**config.mk**
```make
export PLATFORM = sky130hd
export DESIGN_NAME = decode_stage
export DESIGN_NICKNAME = d
export VERILOG_FILES = /design/src/rtl/decode_stage.sv
export SDC_FILE = /design/constraint.sdc
export NUM_CORES = 1
export LEC_CHECK = 0
export CAP_MARGIN = 20
export CORE_MARGIN = 4
export CORE_UTILIZATION = 45
export CTS_CLUSTER_SIZE = 10
export DETAILED_ROUTE_END_ITERATION = 10
export PLACE_DENSITY = 0.86
export SLEW_MARGIN = 20
export SYNTH_ARGS = -nofsm -noshare
export SYNTH_HDL_FRONTEND = slang
export SYNTH_SLANG_ARGS = --single-unit
```
**constraint.sdc**
```tcl
create_clock -name clk -period 2.75 [get_ports clk]
set_input_delay 0.55 -clock clk [delete_from_list [all_inputs] [get_ports clk]]
set_output_delay 0.55 -clock clk [all_outputs]
set_load 0.005 [all_outputs]
```
**src/rtl/decode_stage.sv**
```systemverilog
// decode_stage: one-entry registered RV64 integer decode stage.
// Decodes OP-IMM, OP, OP-IMM-32 and OP-32 (including the M extension) into an ALU
// control code, register indices and an immediate. Any other encoding is flagged illegal
// but still travels down the pipe and is counted like any other instruction.
// The stage holds one bundle. Its handshake is valid/ready on both sides.
//
// Ports:
//   clk             - clock; every state update happens on its rising edge
//   reset_n         - asynchronous active-low reset
//   flush           - drops the held bundle and blocks the incoming one
//   in_valid        - fetch is presenting an instruction
//   in_ready        - the stage takes the instruction this cycle
//   in_instr        - raw 32-bit instruction
//   in_pc           - address of the instruction
//   out_valid       - the decoded bundle is valid
//   out_ready       - execute consumes the bundle
//   out_alu_control - ALU operation code (0 when illegal)
//   out_rs1/rs2/rd  - register indices
//   out_imm         - immediate operand used as dataB when out_use_imm=1
//   out_use_imm     - selects out_imm instead of rs2 for dataB
//   out_illegal     - the instruction is outside the supported set
//   out_pc          - registered pc
//   out_count       - number of accepted instructions; wraps modulo 2^32
module decode_stage #(
  parameter int unsigned BUS_DATA_WIDTH = 64
) (
  input  logic                      clk,
  input  logic                      reset_n,
  input  logic                      flush,
  input  logic                      in_valid,
  output logic                      in_ready,
  input  logic [31:0]               in_instr,
  input  logic [BUS_DATA_WIDTH-1:0] in_pc,
  output logic                      out_valid,
  input  logic                      out_ready,
  output logic [5:0]                out_alu_control,
  output logic [4:0]                out_rs1,
  output logic [4:0]                out_rs2,
  output logic [4:0]                out_rd,
  output logic [BUS_DATA_WIDTH-1:0] out_imm,
  output logic                      out_use_imm,
  output logic                      out_illegal,
  output logic [BUS_DATA_WIDTH-1:0] out_pc,
  output logic [31:0]               out_count
);

  localparam logic [6:0] OpImm   = 7'b0010011;
  localparam logic [6:0] OpReg   = 7'b0110011;
  localparam logic [6:0] OpImm32 = 7'b0011011;
  localparam logic [6:0] OpReg32 = 7'b0111011;

  localparam logic [6:0] F7Base = 7'b0000000;
  localparam logic [6:0] F7Alt  = 7'b0100000;
  localparam logic [6:0] F7Mul  = 7'b0000001;

  logic [6:0] opcode;
  logic [2:0] funct3;
  logic [6:0] funct7;

  assign opcode = in_instr[6:0];
  assign funct3 = in_instr[14:12];
  assign funct7 = in_instr[31:25];

  logic [BUS_DATA_WIDTH-1:0] immI;
  logic [BUS_DATA_WIDTH-1:0] immSh64;
  logic [BUS_DATA_WIDTH-1:0] immSh32;

  assign immI    = {{(BUS_DATA_WIDTH-12){in_instr[31]}}, in_instr[31:20]};
  assign immSh64 = {{(BUS_DATA_WIDTH-6){1'b0}}, in_instr[25:20]};
  assign immSh32 = {{(BUS_DATA_WIDTH-5){1'b0}}, in_instr[24:20]};

  logic [5:0]                decAlu;
  logic [4:0]                decRs2;
  logic [BUS_DATA_WIDTH-1:0] decImm;
  logic                      decUseImm;
  logic                      decIllegal;

  always_comb begin
    decAlu     = 6'd0;
    decRs2     = in_instr[24:20];
    decImm     = '0;
    decUseImm  = 1'b0;
    decIllegal = 1'b0;

    case (opcode)
      OpImm: begin
        decUseImm = 1'b1;
        decRs2    = 5'd0;
        decImm    = immI;
        case (funct3)
          3'b000: decAlu = 6'd1;
          3'b010: decAlu = 6'd2;
          3'b011: decAlu = 6'd3;
          3'b100: decAlu = 6'd4;
          3'b110: decAlu = 6'd5;
          3'b111: decAlu = 6'd6;
          3'b001: begin
            decImm = immSh64;
            if (in_instr[31:26] == 6'b000000) decAlu = 6'd7;
            else                              decIllegal = 1'b1;
          end
          default: begin // 3'b101
            decImm = immSh64;
            if (in_instr[31:26] == 6'b000000)      decAlu = 6'd8;
            else if (in_instr[31:26] == 6'b010000) decAlu = 6'd9;
            else                                   decIllegal = 1'b1;
          end
        endcase
      end

      OpImm32: begin
        decUseImm = 1'b1;
        decRs2    = 5'd0;
        decImm    = immSh32;
        case (funct3)
          3'b000: begin
            decImm = immI;
            decAlu = 6'd22;
          end
          3'b001: begin
            if (funct7 == F7Base) decAlu = 6'd23;
            else                  decIllegal = 1'b1;
          end
          3'b101: begin
            if (funct7 == F7Base)     decAlu = 6'd24;
            else if (funct7 == F7Alt) decAlu = 6'd25;
            else                      decIllegal = 1'b1;
          end
          default: decIllegal = 1'b1;
        endcase
      end

      OpReg: begin
        if (funct7 == F7Base) begin
          case (funct3)
            3'b000: decAlu = 6'd12;
            3'b001: decAlu = 6'd14;
            3'b010: decAlu = 6'd15;
            3'b011: decAlu = 6'd16;
            3'b100: decAlu = 6'd17;
            3'b101: decAlu = 6'd18;
            3'b110: decAlu = 6'd20;
            default: decAlu = 6'd21;
          endcase
        end else if (funct7 == F7Alt) begin
          if (funct3 == 3'b000)      decAlu = 6'd13;
          else if (funct3 == 3'b101) decAlu = 6'd19;
          else                       decIllegal = 1'b1;
        end else if (funct7 == F7Mul) begin
          // mul..remu are numbered consecutively in funct3 order.
          decAlu = 6'd31 + {3'b000, funct3};
        end else begin
          decIllegal = 1'b1;
        end
      end

      OpReg32: begin
        if (funct7 == F7Base) begin
          if (funct3 == 3'b000)      decAlu = 6'd26;
          else if (funct3 == 3'b001) decAlu = 6'd28;
          else if (funct3 == 3'b101) decAlu = 6'd29;
          else                       decIllegal = 1'b1;
        end else if (funct7 == F7Alt) begin
          if (funct3 == 3'b000)      decAlu = 6'd27;
          else if (funct3 == 3'b101) decAlu = 6'd30;
          else                       decIllegal = 1'b1;
        end else if (funct7 == F7Mul) begin
          case (funct3)
            3'b000: decAlu = 6'd39;
            3'b100: decAlu = 6'd40;
            3'b101: decAlu = 6'd41;
            3'b110: decAlu = 6'd42;
            3'b111: decAlu = 6'd43;
            default: decIllegal = 1'b1;
          endcase
        end else begin
          decIllegal = 1'b1;
        end
      end

      default: decIllegal = 1'b1;
    endcase

    // An illegal instruction carries no operation and no immediate.
    if (decIllegal) begin
      decAlu    = 6'd0;
      decUseImm = 1'b0;
      decImm    = '0;
    end
  end

  logic validQ;
  logic accept;

  assign in_ready = !validQ || out_ready;
  assign accept   = in_valid && in_ready && !flush;

  logic [5:0]                aluQ;
  logic [4:0]                rs1Q;
  logic [4:0]                rs2Q;
  logic [4:0]                rdQ;
  logic [BUS_DATA_WIDTH-1:0] immQ;
  logic                      useImmQ;
  logic                      illegalQ;
  logic [BUS_DATA_WIDTH-1:0] pcQ;
  logic [31:0]               countQ;

  always_ff @(posedge clk or negedge reset_n) begin
    if (!reset_n) begin
      validQ   <= 1'b0;
      aluQ     <= '0;
      rs1Q     <= '0;
      rs2Q     <= '0;
      rdQ      <= '0;
      immQ     <= '0;
      useImmQ  <= 1'b0;
      illegalQ <= 1'b0;
      pcQ      <= '0;
      countQ   <= '0;
    end else if (flush) begin
      validQ <= 1'b0;
    end else if (accept) begin
      // Covers both an empty stage and a consume-and-reload in the same cycle.
      validQ   <= 1'b1;
      aluQ     <= decAlu;
      rs1Q     <= in_instr[19:15];
      rs2Q     <= decRs2;
      rdQ      <= in_instr[11:7];
      immQ     <= decImm;
      useImmQ  <= decUseImm;
      illegalQ <= decIllegal;
      pcQ      <= in_pc;
      countQ   <= countQ + 32'd1;
    end else if (out_ready) begin
      validQ <= 1'b0;
    end
  end

  assign out_valid       = validQ;
  assign out_alu_control = aluQ;
  assign out_rs1         = rs1Q;
  assign out_rs2         = rs2Q;
  assign out_rd          = rdQ;
  assign out_imm         = immQ;
  assign out_use_imm     = useImmQ;
  assign out_illegal     = illegalQ;
  assign out_pc          = pcQ;
  assign out_count       = countQ;

endmodule
```
==> implementation parameters, run 1 <==
Parameter                              Value

Worst setup path
  Crit Reg-Reg Endpoint ... out_imm[7]$_DFFE_PN0P_
  Reg2Reg Setup Slack ... ~0.65 ns
  Register-to-Register Path Depth ... 8
  Worst setup SP type ... primary input
  Critical Path RT ... slightly above 3 ns
  Source of the worst register-to-register timing path ... out_valid$_DFFE_PN0P_
  Largest fanout on the critical path ... 7
  Critical Path Sink Type ... register
  Crit path DAT ... about 2.9 ns
  Category of the critical setup timing path ... primary input to register

Global route
  Wire length of the first global-routing pass ... ~32000 microns
  Antenna violations before repair ... 1
  Largest net degree at the start of global routing ... about 70
  Total overflow reported by the global router ... 0
  Combined global-route utilization of all metal layers ... approximately 25%
  Vias in the first global route ... ~5900

Cells and area
  Count of non-filler cells in the finished layout ... between 1000 and 1500
  Layout Nets ... 1074
  Register Area ... roughly 3300 sq um
  Number of inserted filler cells in the final layout ... 965
  Share of final-layout standard cells stronger than drive strength 1 ... 10.8%
  Layout-stage area growth over the synthesis result ... 56.7%
  Ant. Diodes ... 0
  Area of the multi-input gates ... about 2500 sq um

Power and ir drop
  Part of the power in the clock network ... 40.9%
  Net switching power ... approximately 1.5 mW
  Combinational fraction of design power ... a little under a fifth
  Switching power as a share of total power ... between 20 and 30%
  Worst VDD drop ... roughly 0.48 mV
  Final Power ... 5.71 mW
  Leakage power of the design ... 4.52 nW
  Relative contribution of sequential cells to total power ... between 40% and 50%
  Power density over the cells ... 575 nW/um^2
  Internal Pwr Total ... 4.25 mW

Routing
  Router iterations before antenna repair ... 5
  Number of remaining DRC errors ... 0
  Detailed-route vias per instance ... about 5.1
  Average routed wire per standard cell ... roughly 17 microns
  Vias after detailed routing ... about 6000
  Post-Route WL ... roughly 20000 microns
  Number of nets with antenna violations after detailed routing ... 0
  Starting DRT DRC Count ... between 300 and 400

STA
  Final period utilization ... a little over nine tenths
  Final worst-path setup slack ... ~0.14 ns
  Worst hold slack ... 0.0836 ns
  Worst Skew ... 0.00544 ns
  Finish-stage setup viols ... 0
  Final period demand of the worst path ... 2.61 ns
  Fmax ... 0.383 GHz
  RSZ-0062 raised after global routing ... no
  Worst slew margin relative to its limit ... between 60% and 70%
  Hold Violations, Final ... 0
  Max Slew Vio Count ... 0
  Setup TNS ... 0 ns
  Slew at the pin closest to its max-slew limit ... around 0.56 ns

Placed design
  Routability-driven placement congestion ratio ... around 0.91
  Total half-perimeter wirelength after legalization and detailed placement ... 14600 microns
  Count of input and output buffers ... ~290
  Post-placement cell count ... between 1000 and 1500
  Worst Setup Slack post-DPL ... -0.351 ns

Clock tree
  Number of sinks on the clock net ... about 130
  H-tree lvl count ... 4
  Longest Clk Path Bufs ... 2
  Clock transition at the registers of the reported paths ... roughly 0.06 ns
  Clock network latency to the later pin of the worst-skew pair ... 0.42 ns
  Inserted Clock Buffers ... 17
  CTS tree ... yes
  # hold bufs at CTS ... 0
  Clock Tree Root ... clkbuf_16
  Setup Buffers After CTS ... 0

Synth
  Count of synthesis-stage warnings from yosys ... 0
  Sequential-to-total area share from yosys stat ... between 50% and 60%
  Combined area of all synthesized cells ... around 6300 sq um
  Synth Area per Inst ... around 9.1 sq um
  Largest area contributor in the synthesized netlist ... dfrtp_1
  Async set-or-reset flop fraction in the synthesized netlist ... 100%
  Number of synthesized register bits ... 132
  Number of standard cells after synthesis ... about 700
  List of most frequent post-synthesis cells ... nand2_1 (259), dfrtp_1 (132), buf_4 (52)
  Post-synth EDFFs ... 0
  Synthesized netlist net count ... 806
  Ys flop type ... dfrtp_1
  Top cell type's share of synthesized area ... between 50% and 60%
  Most numerous cell in the Yosys netlist ... nand2_1
  Cell types with the largest area share after synthesis ... dfrtp_1 (52%), nand2_1 (15%), buf_4 (6.2%), xnor2_1 (3.9%), clkbuf_1 (1.8%)
  Unique masters post-synth ... 59

Die
  Number of placed I/O pins ... around 290
  Overall die width ... roughly 130 microns
  Effective utilization at floorplan ... a little under half
  Die area ... 16000 sq um
  Core area ... 13800 sq um
  Site row count ... 43
  Die span in y ... around 130 microns

Run status
  Outcome ... completed

Worst hold path
  Worst Hold Class ... primary input to asynchronous set/reset pin

Job
  Max-cap viol count ... 0
-- area by class of cell --
class,count,share of cell area (%)
tap,180,2.27
clock buffer,18,4.42
sequential,132,33.3
inverter,7,0.265
clock inverter,14,1.76
multi-input combinational,474,25.2
timing repair buffer,334,32.8
-- state kept, by name (all words and copies together), names as in the netlist --
register and count:
out_pc 64, out_imm 12, out_rs2 5, out_rs1 5, out_illegal 1, out_rd 5
out_count 32, out_use_imm 1, out_valid 1, out_alu_control 6
-- critical path, stage by stage --
cell and delay, ns:
clkdlybuf4s50_1 0.55, inv_1 0.08, ha_2 0.21, buf_4 0.15, and2b_2 0.19, a221o_2 0.36
and2_2 0.21, a221o_2 0.45, o21ai_0 0.18
-- how the worst max path moves through the flow --
stage,slack [ns],cells past startpoint,from,endpoint
floorplan,0.35,9,in_instr[13],out_alu_control[0]$_DFFE_PN0P_
global placement,-0.26,9,in_instr[13],out_alu_control[0]$_DFFE_PN0P_
detailed placement,-0.35,9,in_instr[13],out_alu_control[4]$_DFFE_PN0P_
CTS,0.08,9,in_instr[13],out_alu_control[2]$_DFFE_PN0P_
global route,0.001,11,in_instr[12],out_alu_control[3]$_DFFE_PN0P_
finish,0.14,9,in_instr[13],out_alu_control[3]$_DFFE_PN0P_
-- metal layers --
| metal | track usage, % | part of all wire [%] | wire, microns | vias up |
|---|---|---|---|---|
| met5 | 0 | 0.040 | 8 | - |
| met4 | 8.83 | 2.7 | 544 | 2 |
| met3 | 6.78 | 7.1 | 1430 | 53 |
| met2 | 42.0 | 51 | 10100 | 254 |
| met1 | 30.7 | 39 | 7910 | 2806 |
| li1 | - | - | - | 2789 |
-- cell usage in the layout, fill, tap and decap left out, drive strengths merged, types with 11 or more instances in the layout --
cell type      netlist  final
clkdlybuf4s50        0    284
nand2              260    260
dfrtp              132    132
buf                 55     50
xnor2               28     28
nor2                24     24
o21ai               21     21
nand3               18     18
clkbuf              30     18
a21oi               12     12
a22o                12     12
inv                  7     11
-- what timing repair did --
item,4_1_cts,5_1_grt
gates resized for setup,0,8
endpoints found under the hold margin,0,0
setup endpoints to repair,0,6
-- cells by family (layout without fill, tap and decap cells) --
family                   count (synthesis)  in the layout  share of synthesized area (%)
multiplexers                             2              2                          0.355
AND/OR/NAND/NOR                        358            358                           24.4
flip-flops                             132            132                           52.1
adder cells (fa/ha/maj)                  7              7                           1.38
XOR/XNOR                                32             32                           4.42
AO/OA/AOI/OAI                           75             75                           8.63
buffers and inverters                   92            373                           8.67
-- power groups by stage --
stage	clock network [mW]	registers (mW)	logic [mW]
CTS	2.37	2.29	1.09
finish	2.33	2.29	1.09
floorplan	0	2.33	0.299
detailed placement	0	2.32	1.08
global route	2.46	2.31	1.18
global placement	0	2.31	1.07
-- stage by stage --
stage	utilization (%)	area [sq um]
6_report	71.8	9930
2_1_floorplan	-	6340
3_3_place_gp	67.3	9300
4_1_cts	71.7	9920
3_5_place_dp	67.3	9300
5_1_grt	71.8	9930
(Power assumes the default switching activity.)
==> run 2: changes to the inputs <==
--- a/config.mk
+++ b/config.mk
@@ -7,10 +7,10 @@
 export LEC_CHECK = 0
 export CAP_MARGIN = 20
 export CORE_MARGIN = 4
-export CORE_UTILIZATION = 45
+export CORE_UTILIZATION = 42
 export CTS_CLUSTER_SIZE = 10
 export DETAILED_ROUTE_END_ITERATION = 10
-export PLACE_DENSITY = 0.86
+export PLACE_DENSITY = 0.81
 export SLEW_MARGIN = 20
 export SYNTH_ARGS = -nofsm -noshare
 export SYNTH_HDL_FRONTEND = slang
==> constraint.sdc (replaced) <==
create_clock -name clk -period 2.81 [get_ports clk]
set_input_delay 0.562 -clock clk [delete_from_list [all_inputs] [get_ports clk]]
set_output_delay 0.562 -clock clk [all_outputs]
set_load 0.005 [all_outputs]
==> implementation parameters, run 2 (synthesis gave the netlist of run 1 again) <==
Parameter                              Value

Worst setup path
  Category of the critical setup timing path ... primary input to register (unchanged)
  Critical Path RT ... 3.12 ns (was 3.08 ns)
  Source of the worst register-to-register timing path ... out_valid$_DFFE_PN0P_ (unchanged)
  Worst setup SP type ... primary input (unchanged)
  Critical Path Sink Type ... register (unchanged)
  Crit path DAT ... 2.93 ns (was 2.94 ns)
  Worst setup path startpoint ... in_instr[13] (unchanged)
  Largest fanout on the critical path ... 7 (unchanged)

Cells and area
  Leading cell type in the layout, fill and taps excluded ... clkdlybuf4s50_1 (unchanged)
  Flip-flop count of the largest register, all copies and words added ... 64 (unchanged)
  Commonest non-fill, non-tap cells in the layout ... clkdlybuf4s50_1 (284), nand2_1 (259), dfrtp_1 (132) (unchanged)
  Layout-stage area growth over the synthesis result ... 53.9% (was 56.7%)
  Share of final-layout standard cells stronger than drive strength 1 ... 8.90% (was 10.8%)
  Ant. Diodes ... 0 (unchanged)
  Final Instance Area ... 9750 sq um (was 9930 sq um)
  Layout Nets ... 1061 (was 1074)
  Number of inserted filler cells in the final layout ... 1172 (was 965)
  Count of non-filler cells in the finished layout ... 1150 (was 1159)

Die
  Site row count ... 44 (was 43)
  Die area ... 17100 sq um (was 16000 sq um)
  Core area ... 14600 sq um (was 13800 sq um)
  Overall die width ... 131 microns (was 127 microns)
  Number of placed I/O pins ... 286 (unchanged)
  Die span in y ... 131 microns (was 127 microns)
  Effective utilization at floorplan ... 43.3% (was 45.8%)

Clock tree
  Longest Clk Path Bufs ... 2 (unchanged)
  # hold bufs at CTS ... 0 (unchanged)
  H-tree lvl count ... 4 (unchanged)
  Post-cts gate resize count ... 0 (unchanged)
  Number of sinks on the clock net ... 132 (unchanged)
  Clock network latency to the later pin of the worst-skew pair ... 0.40 ns (was 0.42 ns)
  Inserted Clock Buffers ... 17 (unchanged)
  Clock transition at the registers of the reported paths ... 0.06 ns (about the same)
  CTS tree ... yes (unchanged)
  Clock Tree Root ... clkbuf_16 (unchanged)
  Setup Buffers After CTS ... 0 (unchanged)

Routing
  Starting DRT DRC Count ... 327 (was 360)
  Post-Route WL ... 19200 microns (was 20000 microns)
  Vias after detailed routing ... 5686 (was 5904)
  Number of remaining DRC errors ... 0 (unchanged)
  Number of nets with antenna violations after detailed routing ... 0 (unchanged)
  Average routed wire per standard cell ... 16.7 microns (was 17.3 microns)
  Router iterations before antenna repair ... 5 (unchanged)
  Detailed-route vias per instance ... 4.94 (was 5.09)

Placed design
  Count of input and output buffers ... 285 (unchanged)
  Placed inst area ... 9200 sq um (was 9300 sq um)
  Worst Setup Slack post-DPL ... -0.223 ns (was -0.351 ns)
  Post-placement cell count ... 1118 (was 1127)
  Routability-driven placement congestion ratio ... 0.921 (was 0.910)
  Total half-perimeter wirelength after legalization and detailed placement ... 14300 microns (was 14600 microns)

Global route
  Antenna violations before repair ... 0 (was 1)
  Met2 usage in global routing ... 36.2% (was 42.0%)
  Most used routing layer ... met2 (unchanged)
  Wire length of the first global-routing pass ... 29600 microns (was 31500 microns)
  Met1 capacity usage during global routing ... 27.8% (was 30.7%)
  Global routing usage on met3 ... 6.83% (was 6.78%)
  Largest net degree at the start of global routing ... 101 (was 72)
  Combined global-route utilization of all metal layers ... 22.0% (was 24.9%)
  Total overflow reported by the global router ... 0 (unchanged)
  Vias in the first global route ... 5670 (was 5894)

STA
  RSZ-0062 raised after global routing ... no (unchanged)
  Max Slew Vio Count ... 0 (unchanged)
  Worst Skew ... 0.00640 ns (was 0.00544 ns)
  Final worst-path setup slack ... 0.188 ns (was 0.141 ns)
  Final period utilization ... about 93%
  Worst slew margin relative to its limit ... 57.7% (was 62.6%)
  Worst hold slack ... 0.139 ns (was 0.0836 ns)
  Fmax ... around 0.38 GHz
  Final period demand of the worst path ... approximately 2.6 ns
  Hold Violations, Final ... 0 (unchanged)
  Finish-stage setup viols ... 0 (unchanged)
  Slew at the pin closest to its max-slew limit ... 0.635 ns (was 0.561 ns)

Power and ir drop
  Power density over the cells ... 547 nW/um^2 (was 575 nW/um^2)
  Worst VDD drop ... 0.437 mV (was 0.475 mV)
  Leakage power of the design ... 4.42 nW (was 4.52 nW)

Worst hold path
  Worst Hold Class ... primary input to asynchronous set/reset pin (unchanged)

Run status
  Outcome ... completed (unchanged)

Job
  Max-cap viol count ... 0 (unchanged)
[run 2: cell count changes in the layout (fill, tap and decap cells not counted), sizes merged]
cell      before  now
clkinvlp       2    3
buf           50   37
bufinv         3    1
inv           11    9
clkbuf        18   21
[run 2: area by class of cell]
cell class,instances,area (sq um),share of cell area (%)
well taps,184,230,2.36
inverters,7,26.3,0.269
clock buffers,21,450,4.62
flip-flops and latches,132,3300,33.9
repair buffers,321,3150,32.3
multi-input cells,474,2490,25.5
clock inverters,11,103,1.05
[run 2: per-stage QoR]
| stage | power, mW | setup TNS (ns) | util (%) |
|---|---|---|---|
| floorplan | 2.57 | 0 | - |
| global placement | 3.30 | -1.76 | 62.8 |
| detailed placement | 3.32 | -2.60 | 62.8 |
| CTS | 5.40 | 0 | 66.6 |
| global route | 5.61 | 0 | 66.6 |
| finish | 5.33 | 0 | 66.6 |
[run 2: layer usage]
metal  wire length [microns]  part of all wire [%]
met1                    7870                    41
met2                    9610                    50
met3                    1310                   6.9
met4                     378                   2.0
met5                       0                     0
[run 2: worst max-delay path, cell delays in order]
cell and delay, ns:
clkdlybuf4s50_1 0.51, inv_1 0.07, ha_1 0.22, buf_4 0.15
and2b_2 0.19, a221o_2 0.37, and2_2 0.21, a221o_1 0.43
o21ai_0 0.23
[run 2: worst paths after layout]
| check | to | slack [ns] | cells after the start |
|---|---|---|---|
| setup / recovery | out_alu_control[1]$_DFFE_PN0P_ | 0.19 | 9 |
| hold / removal | out_pc[16]$_DFFE_PN0P_ | 0.14 | 1 |
| setup reg to reg | out_alu_control[1]$_DFFE_PN0P_ | 0.66 | 7 |
| hold reg to reg | out_pc[21]$_DFFE_PN0P_ | 0.47 | 2 |
| max in group asynchronous | out_pc[56]$_DFFE_PN0P_ | 1.96 | 2 |
| min in group clk | out_pc[21]$_DFFE_PN0P_ | 0.47 | 2 |
[run 2: power by group]
part,total [mW],switching (mW),internal (mW)
registers,2.24,0.138,2.10
logic,1.04,0.430,0.615
clock network,2.05,0.806,1.24
